--- config.mk ---
export PLATFORM = sky130hd
export DESIGN_NAME = branch1_sequencer
export DESIGN_NICKNAME = d
export VERILOG_FILES = /design/src/rtl/branch1_sequencer.sv
export SDC_FILE = /design/constraint.sdc
export NUM_CORES = 1
export LEC_CHECK = 0
export CAP_MARGIN = 10
export CORE_ASPECT_RATIO = 0.5
export CORE_MARGIN = 8
export CORE_UTILIZATION = 25
export CTS_BUF_LIST = sky130_fd_sc_hd__clkbuf_4 sky130_fd_sc_hd__clkbuf_8
export DETAILED_ROUTE_END_ITERATION = 10
export HOLD_SLACK_MARGIN = 0.12
export PLACE_DENSITY = 0.45
export SYNTH_ARGS = -nofsm -noshare
export SYNTH_HDL_FRONTEND = slang
export SYNTH_SLANG_ARGS = --single-unit
--- constraint.sdc ---
create_clock -name aclk -period 4.8 [get_ports aclk]
set_input_delay 1.2 -clock aclk [delete_from_list [all_inputs] [get_ports aclk]]
set_output_delay 1.2 -clock aclk [all_outputs]
set_load 0.01 [all_outputs]
--- src/rtl/branch1_sequencer.sv ---
// Branch-1 pass controller: walks the sample memories 0..len-1, forwards a
// data-aligned valid/address to the calc stage and waits for every completion.
module branch1_sequencer #(
    parameter int BRANCH_SIZE = 3072,
    parameter int AW          = $clog2(BRANCH_SIZE),
    parameter int MEM_LAT     = 1,
    parameter int CALC_LAT    = 2
) (
    input  logic          aclk,
    input  logic          aresetn,
    input  logic          i_start,
    input  logic [AW:0]   i_len,
    input  logic          i_pause,
    output logic          o_busy,
    output logic          o_done,
    output logic          o_mem_en,
    output logic [AW-1:0] o_mem_addr,
    output logic          o_calc_valid,
    output logic [AW-1:0] o_calc_addr,
    input  logic          i_calc_valid,
    output logic          o_err
);

    typedef enum logic [1:0] {
        S_IDLE  = 2'd0,
        S_ISSUE = 2'd1,
        S_DRAIN = 2'd2,
        S_DONE  = 2'd3
    } state_e;

    localparam logic [AW:0] MAX_LEN = (AW+1)'(BRANCH_SIZE);
    localparam logic [AW:0] ONE     = (AW+1)'(1);

    state_e        state_q, state_d;
    logic [AW:0]   len_q, len_d;
    logic [AW:0]   issue_q, issue_d;
    logic [AW:0]   cmpl_q, cmpl_d;
    logic          err_q, err_d;
    logic          busy_q, busy_d;
    logic          done_q, done_d;
    logic          cv_q [MEM_LAT];
    logic [AW-1:0] ca_q [MEM_LAT];

    logic          mem_en_s;
    logic [AW-1:0] mem_addr_s;
    logic [AW:0]   len_clamp_s;
    logic          cmpl_ok_s;

    // Issue strobe follows i_pause in the same cycle so a paused cycle never reads.
    assign mem_en_s    = (state_q == S_ISSUE) && !i_pause;
    assign mem_addr_s  = mem_en_s ? issue_q[AW-1:0] : {AW{1'b0}};
    assign len_clamp_s = (i_len > MAX_LEN) ? MAX_LEN : i_len;
    assign cmpl_ok_s   = i_calc_valid && (cmpl_q < issue_q);

    // Next-state logic for the pass FSM, counters and status flags.
    always_comb begin
        state_d = state_q;
        len_d   = len_q;
        issue_d = issue_q;
        cmpl_d  = cmpl_q;
        err_d   = err_q;
        busy_d  = busy_q;
        done_d  = 1'b0;

        if (cmpl_ok_s) begin
            cmpl_d = cmpl_q + ONE;
        end else if (i_calc_valid) begin
            err_d = 1'b1;
        end else begin
            cmpl_d = cmpl_q;
        end

        case (state_q)
            S_IDLE: begin
                if (i_start) begin
                    len_d   = len_clamp_s;
                    issue_d = {(AW+1){1'b0}};
                    cmpl_d  = {(AW+1){1'b0}};
                    err_d   = 1'b0;
                    if (len_clamp_s == {(AW+1){1'b0}}) begin
                        state_d = S_DONE;
                        done_d  = 1'b1;
                        busy_d  = 1'b0;
                    end else begin
                        state_d = S_ISSUE;
                        busy_d  = 1'b1;
                    end
                end else begin
                    state_d = S_IDLE;
                end
            end
            S_ISSUE: begin
                if (mem_en_s) begin
                    issue_d = issue_q + ONE;
                    if (issue_q == len_q - ONE) begin
                        state_d = S_DRAIN;
                    end else begin
                        state_d = S_ISSUE;
                    end
                end else begin
                    issue_d = issue_q;
                end
            end
            S_DRAIN: begin
                // The final completion and the move to DONE share one edge.
                if (cmpl_d == len_q) begin
                    state_d = S_DONE;
                    busy_d  = 1'b0;
                    done_d  = 1'b1;
                end else begin
                    state_d = S_DRAIN;
                end
            end
            S_DONE: begin
                state_d = S_IDLE;
                busy_d  = 1'b0;
            end
            default: begin
                state_d = S_IDLE;
                busy_d  = 1'b0;
            end
        endcase
    end

    // State, counters, flags and the memory-latency alignment line.
    always_ff @(posedge aclk) begin
        if (!aresetn) begin
            state_q <= S_IDLE;
            len_q   <= {(AW+1){1'b0}};
            issue_q <= {(AW+1){1'b0}};
            cmpl_q  <= {(AW+1){1'b0}};
            err_q   <= 1'b0;
            busy_q  <= 1'b0;
            done_q  <= 1'b0;
            for (int i = 0; i < MEM_LAT; i++) begin
                cv_q[i] <= 1'b0;
                ca_q[i] <= {AW{1'b0}};
            end
        end else begin
            state_q <= state_d;
            len_q   <= len_d;
            issue_q <= issue_d;
            cmpl_q  <= cmpl_d;
            err_q   <= err_d;
            busy_q  <= busy_d;
            done_q  <= done_d;
            cv_q[0] <= mem_en_s;
            ca_q[0] <= mem_addr_s;
            for (int i = 1; i < MEM_LAT; i++) begin
                cv_q[i] <= cv_q[i-1];
                ca_q[i] <= ca_q[i-1];
            end
        end
    end

    assign o_busy       = busy_q;
    assign o_done       = done_q;
    assign o_err        = err_q;
    assign o_mem_en     = mem_en_s;
    assign o_mem_addr   = mem_addr_s;
    assign o_calc_valid = cv_q[MEM_LAT-1];
    assign o_calc_addr  = ca_q[MEM_LAT-1];

endmodule

==> metrics.txt, run 1 <==
largest net degree at the start of global routing=27; Hold Slack=507 ps; DP Wirelength=8.24 mm; crit start category=input port; post-CTS setup buffer count=0; Synth Warn #=0; Arr. time, crit path=approximately 2800 ps; Synth Instances=439; Avg Cell Area, Syn=8.11 um2; CTS buffer count=9; clock skew=10.1 ps; first-pass GRT wire length=16.9 mm; Synth Area in Simple Gates=27.7%; DRC Markers=0; RR Startpoint=issue_q[2]; Post-CTS Hold Fix Bufs=0; CTS clk-pin slew, worst paths=60 ps; Initial Util=around a quarter; Worst Path Max Fanout=26; Crit. End Element=primary output; HP Class=register to register; TNS Setup=0 ps; Die H=approximately 100 um; Diodes inserted=0; layout cells sized above 1=5.58%; critical-path cell list=clkdlybuf4s50_1 -> nor2b_1 -> buf_4 -> and2_1 -> clkdlybuf4s50_1; Hold Path Sink=o_err; Main synth FF type=dfxtp_1; post-synthesis net count=476; die area=approximately 19000 um2; Overflow after GRT=0; Pins Over Slew Limit=0; FF+latch count, synth=57; hold path depth=2; final core occ=between 30% and 40%; root buffer cell=clkbuf_8; Row Count=30; Die W=185 um; vias post-DR=3206; Vias/cell=between 4 and 5; TritonCTS clock tree=done; global-route usage over all layers=11.8%; Final min period=around 3900 ps; final WL=10.5 mm; Yosys top cell area share=32.0%; Max Cap Violations=0; RSZ-0062 raised after global routing=false; hold path start=o_err; io pins=47; cell mode on critical path=clkdlybuf4s50_1; pre-CTS setup slack=818 ps; DR pass1 iterations=5; setup violators final=0; Worst Tran Pin Value=around 900 ps; CP Class=input port to primary output; drt wl/cell=about 16 um; mapped cell area=3560 um2; Critical Path RT=3600 ps; Reg2Reg Depth=11; fillers=1475; core area=13700 um2; clock network latency to the later pin of the worst-skew pair=350 ps; routability cong.=approximately 0.89; outcome=completed; Final #Nets=516; Synth Area in XOR/XNOR=11.3%; post-synthesis mux area share=about 1.7%; Area contributors post-synth=dfxtp_1 32%, xnor2_1 8.4%, ha_1 6.7%; Slowest-stage cell, CP=clkdlybuf4s50_1; fraction of registers with async set/reset=0%; number of global-route vias before repair=2974; Fin. Hold Viols=0; Tcrit/Tclk final=~80%; # port buffers=46; Compound-Gate Fraction of Synth Area=15.3%; Rel. slew slack=about two fifths; EDFF count, synth=0; DRT antenna net count=0; PD cells=277 nW/um2; Yosys cell types=55; CTS resizes=0; Sink Count=between 50 and 60; P&R area growth vs syn=23.6%; post-synth top area cell=dfxtp_1; Max Freq=0.253 GHz; number of H-tree levels=3; Max stage delay on crit path=550 ps; antenna violations before repair=0; Leak=between 1.5 and 2 nW; flop-to-flop setup slack=1180 ps; sequential share of the synthesized area=32.0%; DRT iter0 DRCs=179; Max VDD drop=0.000106 V; post-synthesis adder-cell area fraction=6.68%; largest family of logic cells by synthesized area=simple AND/OR/NAND/NOR gates; Final Worst Setup Slack=851 ps; RR Endpoint=o_busy; Bufs on Longest Clock Path=2
[worst max-delay path, delay by kind of cell]
kind	cells	cell delay, ps
buffers and inverters	3	1260
and+or+nand+nor	2	290
[metal layers]
layer	part of all wire (%)	vias up	GRT usage [%]
li1	-	1621	-
met1	52	1493	16.7
met2	40	80	16.5
met3	6.3	12	3.46
met4	1.6	0	3.79
met5	0	-	0
[flip-flops by register name, summed over array words and instances (netlist names)]
name,flops
o_busy,1
o_done,1
o_err,1
cmpl_q,13
state_q,2
ca_q,12
cv_q,1
issue_q,13
len_q,13
[cells in the mapped netlist, types with 11 or more instances]
cell       n
nand2_1   37
and2_1    17
nor2_1    37
xor2_1    12
nand3_1   13
xnor2_1   34
nor4_1    11
o21ai_0   19
and3_1    16
ha_1      19
clkbuf_1  13
a21oi_1   19
dfxtp_1   57
inv_1     26
[kinds of logic after synthesis]
logic type,after synthesis
flops,57
simple gates,183
mux,6
compound gates,83
buf+inv,45
xor+xnor,46
fa+ha+maj,19
[how the worst max path moves through the flow]
stage	startpoint	endpoint
floorplan	i_pause	o_mem_addr[10]
global placement	i_pause	o_mem_addr[10]
detailed placement	i_pause	o_mem_addr[4]
CTS	i_pause	o_mem_addr[4]
global route	i_pause	o_mem_addr[4]
finish	i_pause	o_mem_addr[4]
[cell type report]
type	instances	area, um2	share of cell area, %
sequential	57	1140	25.9
clock inverter	6	82.6	1.88
timing repair buffer	48	475	10.8
clock buffer	10	131	2.99
tap	192	240	5.46
inverter	26	97.6	2.22
multi-input combinational	337	2230	50.7
[stage by stage]
| stage | cell area (um2) | std cells | total power, mW |
|---|---|---|---|
| finish | 4400 | 676 | 1.22 |
| global route | 4400 | 676 | 1.28 |
| CTS | 4400 | 676 | 1.24 |
| detailed placement | 4190 | 660 | 0.730 |
| global placement | 4190 | 660 | 0.731 |
| floorplan | 3560 | 439 | 0.660 |
[placed cells by master (no fill, tap or decap), types with 13 or more instances in the layout]
cell type / netlist / layout
and3_1: 16 / 16
nor2_1: 37 / 37
nand3_1: 13 / 13
a21oi_1: 19 / 19
clkdlybuf4s50_1: 0 / 46
o21ai_0: 19 / 19
and2_1: 17 / 17
nand2_1: 37 / 37
xnor2_1: 34 / 34
ha_1: 19 / 19
dfxtp_1: 57 / 57
inv_1: 26 / 26
[report_power, final]
group	switching [mW]	total (mW)	leakage, nW	internal, mW
clock	0.205	0.500	0.109	0.295
combinational	0.116	0.208	1.05	0.0920
sequential	0.0246	0.511	0.461	0.487
total	0.345	1.22	1.62	0.873
No activity file was read; power rests on OpenSTA's default activity.
==> inputs of run 2 (changes only) <==
--- a/config.mk
+++ b/config.mk
@@ -12,7 +12,7 @@
 export CTS_BUF_LIST = sky130_fd_sc_hd__clkbuf_4 sky130_fd_sc_hd__clkbuf_8
 export DETAILED_ROUTE_END_ITERATION = 10
 export HOLD_SLACK_MARGIN = 0.12
-export PLACE_DENSITY = 0.45
+export PLACE_DENSITY = 0.47
 export SYNTH_ARGS = -nofsm -noshare
 export SYNTH_HDL_FRONTEND = slang
 export SYNTH_SLANG_ARGS = --single-unit
==> constraint.sdc (replaced) <==
create_clock -name aclk -period 3.5 [get_ports aclk]
set_input_delay 0.875 -clock aclk [delete_from_list [all_inputs] [get_ports aclk]]
set_output_delay 0.875 -clock aclk [all_outputs]
set_load 0.01 [all_outputs]
==> run 2 against run 1 <==
Compared with the run above: final cell count up 1.5%; total power grew 26%; design area is 0.77% higher; sequential cell count unchanged; wire length is 2.1% lower; clock skew about the same; sequential share of layout area is 0.20 points lower; clock power is 8.8% higher; critical endpoint is now o_mem_addr[10]; highest routed layer unchanged.
==> metrics.txt, run 2 (synthesis gave the netlist of run 1 again) <==
Final min period=3250 ps; final core occ=32.3% (+0.25 points); Crit. End Element=primary output; Sink Count=57 (unchanged); Pins Over Slew Limit=0 (unchanged); critical-path cell list=clkdlybuf4s50_1 -> nor2b_1 -> buf_4 -> and2_1 -> clkdlybuf4s50_1; CTS clk-pin slew, worst paths=60 ps (about the same); Max stage delay on crit path=540 ps (about the same); number of global-route vias before repair=3045 (+2.4%); core area=13700 um2 (unchanged); DRT iter0 DRCs=179 (unchanged); Max VDD drop=0.000151 V (+43%); Max Cap Violations=0 (unchanged); commonest non-fill, non-tap cell in the layout=dfxtp_1; Final #Nets=527 (+2.1%); TNS Setup=0 ps (unchanged); biggest regs=cmpl_q (13), issue_q (13), len_q (13); Row Count=30 (unchanged); Arr. time, crit path=2370 ps (-380 ps); Final Worst Setup Slack=255 ps (-596 ps); largest net degree at the start of global routing=20 (-26%); Worst Tran Pin Value=618 ps (-307 ps); Die H=100 um (unchanged); first-pass GRT wire length=16.5 mm (-2.6%); most frequent cells in the layout=57 x dfxtp_1, 46 x clkdlybuf4s50_1, 37 x nand2_1, 37 x nor2_1, 34 x xnor2_1; Die W=185 um (unchanged); DP Wirelength=8.22 mm (-0.25%); PD cells=347 nW/um2 (+25%); RSZ-0062 raised after global routing=false; Tcrit/Tclk final=92.7%; outcome=completed; Overflow after GRT=0 (unchanged); Worst Path Max Fanout=19 (-27%); Slowest-stage cell, CP=clkdlybuf4s50_1; TritonCTS clock tree=done; root buffer cell=clkbuf_8; CP Class=input port to primary output; die area=18600 um2 (unchanged); number of H-tree levels=3 (unchanged); Initial Util=25.9% (unchanged); Hold Slack=495 ps (-12.2 ps); Bufs on Longest Clock Path=2 (unchanged); pre-CTS setup slack=134 ps (-685 ps); Fin. Hold Viols=0 (unchanged); CTS buffer count=9 (unchanged); antenna violations before repair=0 (unchanged); P&R area growth vs syn=24.5%; drt wl/cell=15.0 um (-3.5%); layout cells sized above 1=7.49% (+1.9 points); setup violators final=0 (unchanged); vias post-DR=3174 (-1.0%); Diodes inserted=0 (unchanged); routability cong.=0.890 (-0.11%); final WL=10.3 mm (-2.1%); clock network latency to the later pin of the worst-skew pair=350 ps (about the same); Critical Path RT=2620 ps (-980 ps); dpl cell area=4270 um2 (+2.0%); io pins=47 (unchanged); DRC Markers=0 (unchanged); global-route usage over all layers=11.6% (-0.18 points); CTS resizes=0 (unchanged); Post-CTS Hold Fix Bufs=0 (unchanged); Vias/cell=4.63 (-2.4%); design area=4430 um2 (+0.77%); DRT antenna net count=0 (unchanged); post-CTS setup buffer count=0 (unchanged); DR pass1 iterations=4 (-1); fillers=1504 (+2.0%); HP Class=register to register; clock skew=9.77 ps (-0.363 ps); Leak=1.66 nW (+2.5%); cell mode on critical path=clkdlybuf4s50_1; # port buffers=46 (unchanged); Rel. slew slack=58.7% (+21 points); Max Freq=0.308 GHz; crit start category=input port
## run 2: final timing paths
| check | end | slack [ps] | startpoint | cells after the start |
|---|---|---|---|---|
| min reg2reg | o_err | 500 | o_err | 2 |
| max reg2reg | o_busy | 460 | issue_q[8] | 11 |
| max | o_mem_addr[10] | 250 | i_pause | 5 |
| min | o_err | 500 | o_err | 2 |
## run 2: critical path: cells and delay by family
family / cells / cell delay (ps)
and+or+nand+nor: 2 / 280
buffers and inverters: 3 / 1210
## run 2: power by group
part           total (mW)  switching, mW  internal (mW)
Combinational       0.294          0.161          0.133
Sequential          0.701         0.0336          0.667
Clock               0.544          0.269          0.275
## run 2: metrics by stage
stage	std cells	total power [mW]
after floorplan	439	0.906
after global placement	671	1.01
after detailed placement	671	1.01
after CTS	686	1.56
after global routing	686	1.62
final	686	1.54
## run 2: cell type report
type	instances	area [um2]	share of cell area (%)
clock buffer	11	145	3.27
clock inverter	4	20.0	0.451
inverter	26	97.6	2.20
multi-input combinational	337	2230	50.3
sequential	57	1140	25.7
tap	192	240	5.42
timing repair buffer	59	558	12.6
## run 2: metal layers
metal  up-vias  track usage, %  share of wire [%]
met3        12            3.53                6.9
met5         -               0                  0
met2        82            16.7                 40
li1       1635               -                  -
met4         0            4.03                1.5
met1      1445            15.9                 52
